**config.mk**
```make
export PLATFORM = sky130hd
export DESIGN_NAME = decode_stage
export DESIGN_NICKNAME = d
export VERILOG_FILES = /design/src/rtl/decode_stage.sv
export SDC_FILE = /design/constraint.sdc
export NUM_CORES = 1
export LEC_CHECK = 0
export CORE_AREA = 5 5 136 138
export CTS_CLUSTER_DIAMETER = 80
export DETAILED_ROUTE_END_ITERATION = 16
export DIE_AREA = 0 0 141 143
export PLACE_DENSITY = 0.95
export REMOVE_ABC_BUFFERS = 1
export SLEW_MARGIN = 5
export SYNTH_ARGS = -nofsm -noshare
export SYNTH_HDL_FRONTEND = slang
export SYNTH_SLANG_ARGS = --single-unit
```
**constraint.sdc**
```tcl
create_clock -name clk -period 6.7 [get_ports clk]
set_clock_uncertainty 0.2 [all_clocks]
set_input_delay 1.675 -clock clk [delete_from_list [all_inputs] [get_ports clk]]
set_output_delay 1.675 -clock clk [all_outputs]
set_load 0.02 [all_outputs]
```
**src/rtl/decode_stage.sv**
```systemverilog
// Registered MIPS decode: insn/pc in, decoded fields out one cycle later (latency 1).
// Backpressure: in_ready = !out_valid || out_ready, no skid buffer; flush drops the held beat.
module decode_stage #(
    parameter int DATA_WIDTH    = 32,
    parameter int CNT_WIDTH     = 16,
    parameter bit NOP_AS_BUBBLE = 1'b1
) (
    input  logic                  clk,
    input  logic                  rst_n,
    input  logic                  in_valid,
    output logic                  in_ready,
    input  logic [0:31]           insn,
    input  logic [0:31]           pc,
    input  logic                  flush,
    output logic                  out_valid,
    input  logic                  out_ready,
    output logic [5:0]            out_id,
    output logic [4:0]            out_rs,
    output logic [4:0]            out_rt,
    output logic [4:0]            out_dest,
    output logic                  out_reg_write,
    output logic                  out_mem_read,
    output logic                  out_mem_write,
    output logic [DATA_WIDTH-1:0] out_imm,
    output logic [0:31]           out_target,
    output logic [0:31]           out_pc,
    output logic [CNT_WIDTH-1:0]  insn_count,
    output logic [CNT_WIDTH-1:0]  illegal_count
);

    localparam logic [5:0] ID_NOP   = 6'd0,  ID_ADD   = 6'd1,  ID_MULT  = 6'd5;
    localparam logic [5:0] ID_MFHI  = 6'd9,  ID_MFLO  = 6'd10, ID_SLT   = 6'd11;
    localparam logic [5:0] ID_SLTU  = 6'd12, ID_SLL   = 6'd13, ID_SLLV  = 6'd14;
    localparam logic [5:0] ID_SRL   = 6'd15, ID_SRLV  = 6'd16, ID_SRA   = 6'd17;
    localparam logic [5:0] ID_SRAV  = 6'd18, ID_AND   = 6'd19, ID_JALR  = 6'd23;
    localparam logic [5:0] ID_JR    = 6'd24, ID_ADDIU = 6'd25, ID_SLTI  = 6'd26;
    localparam logic [5:0] ID_SLTIU = 6'd27, ID_ORI   = 6'd28, ID_XORI  = 6'd29;
    localparam logic [5:0] ID_LW    = 6'd30, ID_SW    = 6'd31, ID_LUI   = 6'd32;
    localparam logic [5:0] ID_LB    = 6'd33, ID_SB    = 6'd34, ID_LBU   = 6'd35;
    localparam logic [5:0] ID_J     = 6'd36, ID_JAL   = 6'd37, ID_BEQ   = 6'd38;
    localparam logic [5:0] ID_BNE   = 6'd39, ID_BLTZ  = 6'd40, ID_BGEZ  = 6'd41;
    localparam logic [5:0] ID_BGTZ  = 6'd42, ID_BLEZ  = 6'd43, ID_ILLEGAL = 6'd63;

    // Conventional little-endian views so field slicing matches the MIPS manual.
    logic [31:0] insn_w, pc_w, pc4, br_tgt, j_tgt;
    logic [5:0]  opcode, funct;
    logic [4:0]  rs, rt, rd, sa;
    logic [15:0] imm16;
    logic [DATA_WIDTH-1:0] imm_sext, imm_zext, imm_lui, imm_sa;

    assign insn_w   = insn;
    assign pc_w     = pc;
    assign opcode   = insn_w[31:26];
    assign rs       = insn_w[25:21];
    assign rt       = insn_w[20:16];
    assign rd       = insn_w[15:11];
    assign sa       = insn_w[10:6];
    assign funct    = insn_w[5:0];
    assign imm16    = insn_w[15:0];
    assign pc4      = pc_w + 32'd4;
    assign br_tgt   = pc4 + {{14{imm16[15]}}, imm16, 2'b00};
    assign j_tgt    = {pc4[31:28], insn_w[25:0], 2'b00};
    assign imm_sext = DATA_WIDTH'($signed(imm16));
    assign imm_zext = DATA_WIDTH'(imm16);
    assign imm_lui  = DATA_WIDTH'({imm16, 16'h0000});
    assign imm_sa   = DATA_WIDTH'(sa);

    logic [5:0]            dec_id;
    logic [4:0]            dec_dest;
    logic                  dec_wr, dec_mrd, dec_mwr;
    logic [DATA_WIDTH-1:0] dec_imm;
    logic [31:0]           dec_tgt;

    always_comb begin
        dec_id   = ID_ILLEGAL;
        dec_dest = 5'd0;
        dec_wr   = 1'b0;
        dec_mrd  = 1'b0;
        dec_mwr  = 1'b0;
        dec_imm  = '0;
        dec_tgt  = 32'd0;
        case (opcode)
            6'b000000: begin
                dec_wr = 1'b1;
                case (funct)
                    6'b000000: begin dec_id = ID_SLL; dec_imm = imm_sa; end
                    6'b000010: begin dec_id = ID_SRL; dec_imm = imm_sa; end
                    6'b000011: begin dec_id = ID_SRA; dec_imm = imm_sa; end
                    6'b000100: dec_id = ID_SLLV;
                    6'b000110: dec_id = ID_SRLV;
                    6'b000111: dec_id = ID_SRAV;
                    6'b001000: begin dec_id = ID_JR; dec_wr = 1'b0; end
                    6'b001001: dec_id = ID_JALR;
                    6'b010000: dec_id = ID_MFHI;
                    6'b010010: dec_id = ID_MFLO;
                    6'b011000, 6'b011001, 6'b011010, 6'b011011: begin
                        dec_id = ID_MULT + {4'd0, funct[1:0]};
                        dec_wr = 1'b0;
                    end
                    6'b100000, 6'b100001, 6'b100010, 6'b100011:
                        dec_id = ID_ADD + {4'd0, funct[1:0]};
                    6'b100100, 6'b100101, 6'b100110, 6'b100111:
                        dec_id = ID_AND + {4'd0, funct[1:0]};
                    6'b101010: dec_id = ID_SLT;
                    6'b101011: dec_id = ID_SLTU;
                    default:   dec_wr = 1'b0;
                endcase
                if (insn_w == 32'd0) begin
                    dec_id  = ID_NOP;
                    dec_imm = '0;
                end
                if (dec_wr) dec_dest = rd;
            end
            6'b000001: begin
                if (rt[4:1] == 4'd0) begin
                    dec_id  = rt[0] ? ID_BGEZ : ID_BLTZ;
                    dec_imm = imm_sext;
                    dec_tgt = br_tgt;
                end
            end
            6'b000010: begin dec_id = ID_J; dec_tgt = j_tgt; end
            6'b000011: begin
                dec_id = ID_JAL; dec_tgt = j_tgt; dec_dest = 5'd31; dec_wr = 1'b1;
            end
            6'b000100, 6'b000101, 6'b000110, 6'b000111: begin
                case (opcode[1:0])
                    2'b00:   dec_id = ID_BEQ;
                    2'b01:   dec_id = ID_BNE;
                    2'b10:   dec_id = ID_BLEZ;
                    default: dec_id = ID_BGTZ;
                endcase
                dec_imm = imm_sext;
                dec_tgt = br_tgt;
            end
            6'b001001: begin dec_id = ID_ADDIU; dec_imm = imm_sext; dec_dest = rt; dec_wr = 1'b1; end
            6'b001010: begin dec_id = ID_SLTI;  dec_imm = imm_sext; dec_dest = rt; dec_wr = 1'b1; end
            6'b001011: begin dec_id = ID_SLTIU; dec_imm = imm_sext; dec_dest = rt; dec_wr = 1'b1; end
            6'b001101: begin dec_id = ID_ORI;   dec_imm = imm_zext; dec_dest = rt; dec_wr = 1'b1; end
            6'b001110: begin dec_id = ID_XORI;  dec_imm = imm_zext; dec_dest = rt; dec_wr = 1'b1; end
            6'b001111: begin dec_id = ID_LUI;   dec_imm = imm_lui;  dec_dest = rt; dec_wr = 1'b1; end
            6'b100000, 6'b100011, 6'b100100: begin
                dec_id   = (opcode == 6'b100000) ? ID_LB : (opcode == 6'b100011) ? ID_LW : ID_LBU;
                dec_imm  = imm_sext;
                dec_dest = rt;
                dec_wr   = 1'b1;
                dec_mrd  = 1'b1;
            end
            6'b101000, 6'b101011: begin
                dec_id  = opcode[1] ? ID_SW : ID_SB;
                dec_imm = imm_sext;
                dec_mwr = 1'b1;
            end
            default: ;
        endcase
        if (dec_dest == 5'd0) dec_wr = 1'b0;
    end

    logic                  valid_q, valid_d;
    logic [5:0]            id_q, id_d;
    logic [4:0]            rs_q, rs_d, rt_q, rt_d, dest_q, dest_d;
    logic                  reg_write_q, reg_write_d, mem_read_q, mem_read_d, mem_write_q, mem_write_d;
    logic [DATA_WIDTH-1:0] imm_q, imm_d;
    logic [31:0]           target_q, target_d, pc_q, pc_d;
    logic [CNT_WIDTH-1:0]  insn_cnt_q, insn_cnt_d, ill_cnt_q, ill_cnt_d;
    logic                  accept, bubble, load;

    assign in_ready = !valid_q || out_ready;
    assign accept   = in_valid && in_ready && !flush;
    assign bubble   = NOP_AS_BUBBLE && (insn_w == 32'd0);
    assign load     = accept && !bubble;

    always_comb begin
        valid_d     = valid_q;
        id_d        = id_q;
        rs_d        = rs_q;
        rt_d        = rt_q;
        dest_d      = dest_q;
        reg_write_d = reg_write_q;
        mem_read_d  = mem_read_q;
        mem_write_d = mem_write_q;
        imm_d       = imm_q;
        target_d    = target_q;
        pc_d        = pc_q;
        insn_cnt_d  = insn_cnt_q;
        ill_cnt_d   = ill_cnt_q;
        if (flush)
            valid_d = 1'b0;
        else if (accept)
            valid_d = !bubble;
        else if (out_ready)
            valid_d = 1'b0;
        if (load) begin
            id_d        = dec_id;
            rs_d        = rs;
            rt_d        = rt;
            dest_d      = dec_dest;
            reg_write_d = dec_wr;
            mem_read_d  = dec_mrd;
            mem_write_d = dec_mwr;
            imm_d       = dec_imm;
            target_d    = dec_tgt;
            pc_d        = pc_w;
            if (insn_cnt_q != '1) insn_cnt_d = insn_cnt_q + CNT_WIDTH'(1);
            if (dec_id == ID_ILLEGAL && ill_cnt_q != '1) ill_cnt_d = ill_cnt_q + CNT_WIDTH'(1);
        end
    end

    always_ff @(posedge clk or negedge rst_n) begin
        if (!rst_n) begin
            valid_q     <= 1'b0;
            id_q        <= '0;
            rs_q        <= '0;
            rt_q        <= '0;
            dest_q      <= '0;
            reg_write_q <= 1'b0;
            mem_read_q  <= 1'b0;
            mem_write_q <= 1'b0;
            imm_q       <= '0;
            target_q    <= '0;
            pc_q        <= '0;
            insn_cnt_q  <= '0;
            ill_cnt_q   <= '0;
        end else begin
            valid_q     <= valid_d;
            id_q        <= id_d;
            rs_q        <= rs_d;
            rt_q        <= rt_d;
            dest_q      <= dest_d;
            reg_write_q <= reg_write_d;
            mem_read_q  <= mem_read_d;
            mem_write_q <= mem_write_d;
            imm_q       <= imm_d;
            target_q    <= target_d;
            pc_q        <= pc_d;
            insn_cnt_q  <= insn_cnt_d;
            ill_cnt_q   <= ill_cnt_d;
        end
    end

    assign out_valid     = valid_q;
    assign out_id        = id_q;
    assign out_rs        = rs_q;
    assign out_rt        = rt_q;
    assign out_dest      = dest_q;
    assign out_reg_write = reg_write_q;
    assign out_mem_read  = mem_read_q;
    assign out_mem_write = mem_write_q;
    assign out_imm       = imm_q;
    assign out_target    = target_q;
    assign out_pc        = pc_q;
    assign insn_count    = insn_cnt_q;
    assign illegal_count = ill_cnt_q;

endmodule

```
==> qor.csv, run 1 <==
metric;value;unit
diodes;0;
synth.top_cells.by_count;216 x nand2_1, 153 x dfrtp_1, 75 x nor2_1, 62 x o21ai_0, 53 x xnor2_1;
clockBufferDepth;2;
yosys.area_share.simple;0.241;
synthToLayoutAreaGrowth;32.3;%
ys.flop_type;dfrtp_1;
final_cells;1490;
p_seq_frac;0.376;
pwr-share-clk;0.340;
worstMarginPinSlew;1290;ps
antenna_found_initial;0;
clock-sinks;153;
pin_count;223;
die_w;141;um
synthXorXnorAreaFrac;0.0735;
yosysTopAreaCell;dfrtp_1;
multi_input_area;5180;um2
startpoint;pc[28];
register_area;3830;um2
via_per_inst;6.04;
synth_area_leaders;dfrtp_1 41%, nand2_1 8.7%, ha_1 5.8%, xnor2_1 5.0%, o21ai_0 3.3%;
ys_warn_count;0;
leakage;5.38;nW
fin_crit_sh;0.856;
dr_total_vias;8998;
grt_pass1_vias;9048;
max_cap_viol_count;0;
p_int;0.00196;W
path_class;input pin to flop;
cp.arrival;5900;ps
hpwl;20.7;mm
synth_edf_count;0;
cts_resized;0;
yosysUniqueCellTypes;74;
start_kind;input pin;
syn_avg_cell_area;8.86;um2
grt_usage;0.285;
clk_pin_slew;70;ps
dr.pass1.iters;7;
critPathCapture;out_target[0];
max_clock_freq;174;MHz
synth_top_area_share;0.412;
r2r_setup_slack;3590;ps
p_sw;0.000979;W
setup_viol;0;
routed_wl;28.6;mm
cts_tree;done;
numCtsBuffers;17;
drt-initial-drc-count;623;
rows;48;
synth-compound-area-share;0.175;
maxSlewViolCount;0;
dieHeight;143;um
p_total;0.00294;W
r2r-end;illegal_count[2];
peakVddDrop;0.000178;V
hp-class;flop to flop;
comb_power_share;0.284;
status;finished clean;
grt_max_degree;108;
syn_area;9290;um2
cts_setup_buffers;0;
numPlacedInstances;1458;
switching_share;0.333;
synth_fa_ha_area_frac;0.0601;
hold_violations;0;
synth.most_common_cell;nand2_1;
worstSkewPairLatency;430;ps
drc_errors;0;
cp.required;6870;ps
power_density;239;nW/um2
core;17100;um2
relSlewSlack;0.137;
route.antenna.remaining_nets;0;
muxShareOfSynthArea;0.00687;
routabilityCongestion;0.938;
period_minus_slack;5740;ps
rsz0062_at_grt;false;
end_kind;flop;
place_area;11700;um2
async_flop_share;1.00;
nets;1365;
cpMaxStageDelayCell;clkdlybuf4s50_1;
overflow;0;
synth-seq-cells;153;
io_buffers;222;
seq_area_frac_synth;0.412;
wl_per_cell;19.2;um
cpPeakStageDelay;560;ps
crit_path_cell_trace;clkdlybuf4s50_1 > ha_1 > and2_1 > nor3b_1 > and3_1 > nand3_1 > xnor2_1 > ha_1 > a21o_1 > a21o_1 > a211oi_1 > o31a_1 > o21bai_1 > a221o_1 > a2111o_1 > nand2_1;
drive_above_1_share;0.0553;
synth_top_family_by_area;simple AND/OR/NAND/NOR gates;
ctsHoldBuffers;0;
rr_worst_depth;9;
r2r-start;illegal_count[7];
synth_cells;1049;
fin_area;12300;um2
start_util;0.545;
grt_pass1_wl;46.4;mm
fillers;1236;
htreeDepth;4;
die_area;20200;um2
clockRootBuffer;clkbuf_16;
crit_fanout;5;
==> layout make-up <==
class / instances / share of cell area
Tap cell: 225 / 0.0229
Sequential cell: 153 / 0.311
Multi-Input combinational cell: 828 / 0.421
Inverter: 14 / 0.00427
Timing Repair Buffer: 238 / 0.191
Clock buffer: 17 / 0.0346
Clock inverter: 15 / 0.0148
==> critical path, delay by kind of cell <==
kind            cells  cell delay [ps]
simple gates        5             1180
xor+xnor            1              140
compound gates      7             1770
fa+ha+maj           2              570
buf+inv             1              560
==> worst min path at each step <==
| stage | slack [ps] | end | start | cells past startpoint |
|---|---|---|---|---|
| after detailed placement | 260 | out_rt[3] | out_rt[3] | 2 |
| after floorplan | 380 | out_target[30] | out_target[30] | 2 |
| after global placement | 250 | out_target[30] | out_target[30] | 2 |
| final | 280 | out_mem_write | out_mem_write | 2 |
| after CTS | 280 | out_rt[3] | out_rt[3] | 2 |
| after global routing | 300 | out_rs[2] | out_rs[2] | 2 |
==> state kept, by name (all words and copies together) (netlist names) <==
signal,flops
insn_count,16
out_imm,32
out_reg_write,1
out_rt,5
out_target,32
illegal_count,16
out_id,6
out_pc,32
out_dest,5
out_rs,5
out_valid,1
out_mem_read,1
out_mem_write,1
==> power by group through the flow <==
stage / combinational, W / sequential [W] / clock (W)
final: 0.000833 / 0.00110 / 0.000999
after global routing: 0.000894 / 0.00112 / 0.00105
after CTS: 0.000833 / 0.00110 / 0.00101
after detailed placement: 0.000826 / 0.00112 / 0
after global placement: 0.000804 / 0.00111 / 0
after floorplan: 0.000302 / 0.00124 / 0
==> stage by stage <==
stage / worst slack [ps] / util / hold slack (ps) / setup TNS, ps
after global placement: 625 / 0.685 / 251 / 0
final: 965 / 0.721 / 275 / 0
after floorplan: -936 / - / 383 / -23240
after detailed placement: 546 / 0.685 / 262 / 0
after global routing: 677 / 0.721 / 305 / 0
after CTS: 980 / 0.721 / 279 / 0
==> routing by layer <==
layer,vias up,wire length (um),track usage
met5,-,0,0
met4,0,752,0.0943
li1,4153,-,-
met1,4367,11600,0.357
met3,74,2290,0.0764
met2,404,14000,0.482
==> cell usage in the layout (no fill, tap or decap), drive strengths merged, types with 4 or more instances in the layout <==
cell type and n:
buf 17, xor2 25, nand2b 11, a211oi 10
a22oi 5, xnor2 53, a21o 18, nor2b 10
a221oi 22, inv 21, a22o 11, a31oi 7
clkinv 4, nor2 75, nor3 8, and2 12
ha 43, nor4b 5, nand2 216, or4 4
nand3 39, nand4 17, and3 25, nand4b 5
a21boi 4, and4 8, clkbuf 17, nor4 12
o21bai 5, a41oi 4, a21oi 52, o21a 9
dfrtp 153, clkdlybuf4s50 221, o21ai 62
==> cell families after synthesis <==
group | after synthesis
AO/OA/AOI/OAI | 243
XOR/XNOR | 78
buffers and inverters | 68
flip-flops | 153
multiplexers | 6
adder cells (fa/ha/maj) | 44
AND/OR/NAND/NOR | 457
(Power assumes the default switching activity.)
==> run 2, diff against run 1 <==
--- a/config.mk
+++ b/config.mk
@@ -11,7 +11,6 @@
 export DIE_AREA = 0 0 141 143
 export PLACE_DENSITY = 0.95
 export REMOVE_ABC_BUFFERS = 1
-export SLEW_MARGIN = 5
 export SYNTH_ARGS = -nofsm -noshare
 export SYNTH_HDL_FRONTEND = slang
 export SYNTH_SLANG_ARGS = --single-unit
==> results of run 2 <==
Same layout as run 1: the final DEF is identical, and so are final timing and power.
==> run 3, diff against run 2 <==
==> constraint.sdc (replaced) <==
create_clock -name clk -period 6.7 [get_ports clk]
set_clock_uncertainty 0.2 [all_clocks]
set_input_delay 1.675 -clock clk [delete_from_list [all_inputs] [get_ports clk]]
set_output_delay 1.675 -clock clk [all_outputs]
set_load 0.01 [all_outputs]
==> results of run 3 <==
Same layout as run 1 (identical final DEF). Status: finished clean.
Main changes from that run: total power 0.00294 W -> 0.00286 W; worst IR drop on VDD 0.000178 V -> 0.000176 V
==> variant (flow settings as in run 3) <==
Register the output `illegal_count` once more, cleared by the reset; this adds one clock of latency there. The other outputs are not delayed to match.
--- a/src/rtl/decode_stage.sv
+++ b/src/rtl/decode_stage.sv
@@ -249,7 +249,13 @@
     assign out_target    = target_q;
     assign out_pc        = pc_q;
     assign insn_count    = insn_cnt_q;
-    assign illegal_count = ill_cnt_q;
+    always_ff @(posedge clk or negedge rst_n) begin
+        if (!rst_n) begin
+            illegal_count <= '0;
+        end else begin
+            illegal_count <= ill_cnt_q;
+        end
+    end
 
 endmodule
 
Check against the original RTL: not equivalent (Yosys sat finds a counterexample within 4 cycles, from zero or initial values and one cycle with rst_n low).
==> variant against run 3 <==
Design area is 4.1% higher; via count rose by 3.2%; synthesized cell count grew 4.4%; total power increased by 7.5%; critical path depth is 2 higher; sequential share of layout area up 1.9 points; synthesized area is 5.0% higher; wire length rose by 3.8%; sequential power grew 13%; sequential cell count increased by 16; fmax down 5.1%; critical endpoint unchanged; worst setup slack lost 0.31 ns.
==> variant: results <==
[power]
cellLeakagePower_nw = 5.57
power.net_switching_w = 0.000923
vdd.ir_drop.worst_v = 0.000187

[route]
dr.first_iter.drc_count = 960
overall_routed_net_length_mm = 29.7
route.detailed.vias_per_inst = 6.06
firstDrtPassIters = 6

[placement]
place_area_um2 = 12200
post-dp-hpwl_mm = 21.5

[clocking]
worst_skew_pair.late_latency_ns = 0.43

[cells_and_area]
fillerInstances = 1224
layout.nets = 1407
layout-drive-gt1-share = 0.0543

[outcome]
status = "completed"

[global_route]
grt_start_max_net_pins = 122
grt_first_pass_wirelength_mm = 48.0
first_global_vias = 9282

[worst_setup_path]
timing.critical_path.fanout_max = 6
critical_path_arrival_ns = 6.16
cpMaxStageDelayCell = "a2111oi_0"

[yosys]
distinct_cell_type_count_after_synthesis = 78
synth.yosys.seq_area_share = 0.434
synth.area.top_cells = "dfrtp_1 43%, nand2_1 8.2%, ha_1 5.4%"
post_synth_most_frequent_cells = "212 x nand2_1, 169 x dfrtp_1, 81 x nor2_1"

[sta]
tightestPinTransition_ns = 1.11
-- variant: changes by cell type after synthesis, sizes merged, moves of 6 or more --
cell / change
xnor2: -16
dfrtp: +16
and2: -8
o21ai: +11
or3: +11
and3: -6
a21o: -7
inv: +13
nor3: +13
nor2: +6
xor2: +12
a21oi: +9
-- variant: per-stage QoR --
stage                     setup TNS, ns   util  setup slack (ns)  instances  hold WS, ns
after global routing                  0  0.750             0.474       1532        0.193
final                                 0  0.750             0.657       1532        0.182
after detailed placement              0  0.713             0.469       1501        0.169
after floorplan                  -0.917      -            -0.446       1039        0.154
after CTS                             0  0.750             0.900       1532        0.184
after global placement                0  0.713             0.473       1501        0.158
-- variant: final timing paths --
check	endpoint	cells after the start	startpoint	slack [ns]
max reg2reg	out_imm[13]	7	out_valid	3.77
min	illegal_count[11]	0	ill_cnt_q[11]	0.18
min reg2reg	illegal_count[11]	0	ill_cnt_q[11]	0.18
min in group asynchronous	out_imm[21]	1	rst_n	1.01
max in group asynchronous	out_pc[13]	2	rst_n	4.03
max	out_target[0]	18	pc[28]	0.66
-- variant: worst max-delay path: cells and delay by family --
kind / cells / cell delay [ns]
buf+inv: 2 / 0.72
compound gates: 5 / 1.54
mux: 1 / 0.21
xor+xnor: 1 / 0.09
fa+ha+maj: 2 / 0.57
simple gates: 7 / 1.35
-- variant: area by class of cell --
type                    instances  area (µm²)  area share
clock buffers                  20         467      0.0365
clock inverters                11         159      0.0124
flip-flops and latches        169        4230       0.331
inverters                      27         101     0.00792
multi-input cells             843        5200       0.407
well taps                     225         282      0.0220
repair buffers                237        2350       0.184
-- variant: power groups by stage --
stage / logic, W / clock network, W / registers [W]
3_3_place_gp: 0.000746 / 0 / 0.00125
5_1_grt: 0.000841 / 0.00111 / 0.00126
4_1_cts: 0.000776 / 0.00106 / 0.00124
6_report: 0.000775 / 0.00106 / 0.00124
3_5_place_dp: 0.000769 / 0 / 0.00126
2_1_floorplan: 0.000305 / 0 / 0.00129
-- variant: logic make-up after synthesis --
kind of cell / synth area share
multiplexers: 0.00654
flip-flops: 0.434
AND/OR/NAND/NOR: 0.219
AO/OA/AOI/OAI: 0.183
XOR/XNOR: 0.0665
adder cells (fa/ha/maj): 0.0559
buffers and inverters: 0.0354
-- variant: layer usage --
layer | part of all wire | wire length, µm | GRT usage | vias up
li1 | - | - | - | 4285
met2 | 0.50 | 14800 | 0.505 | 423
met3 | 0.076 | 2250 | 0.0606 | 78
met5 | 0 | 0 | 0 | -
met1 | 0.40 | 11900 | 0.379 | 4504
met4 | 0.024 | 713 | 0.0923 | 0
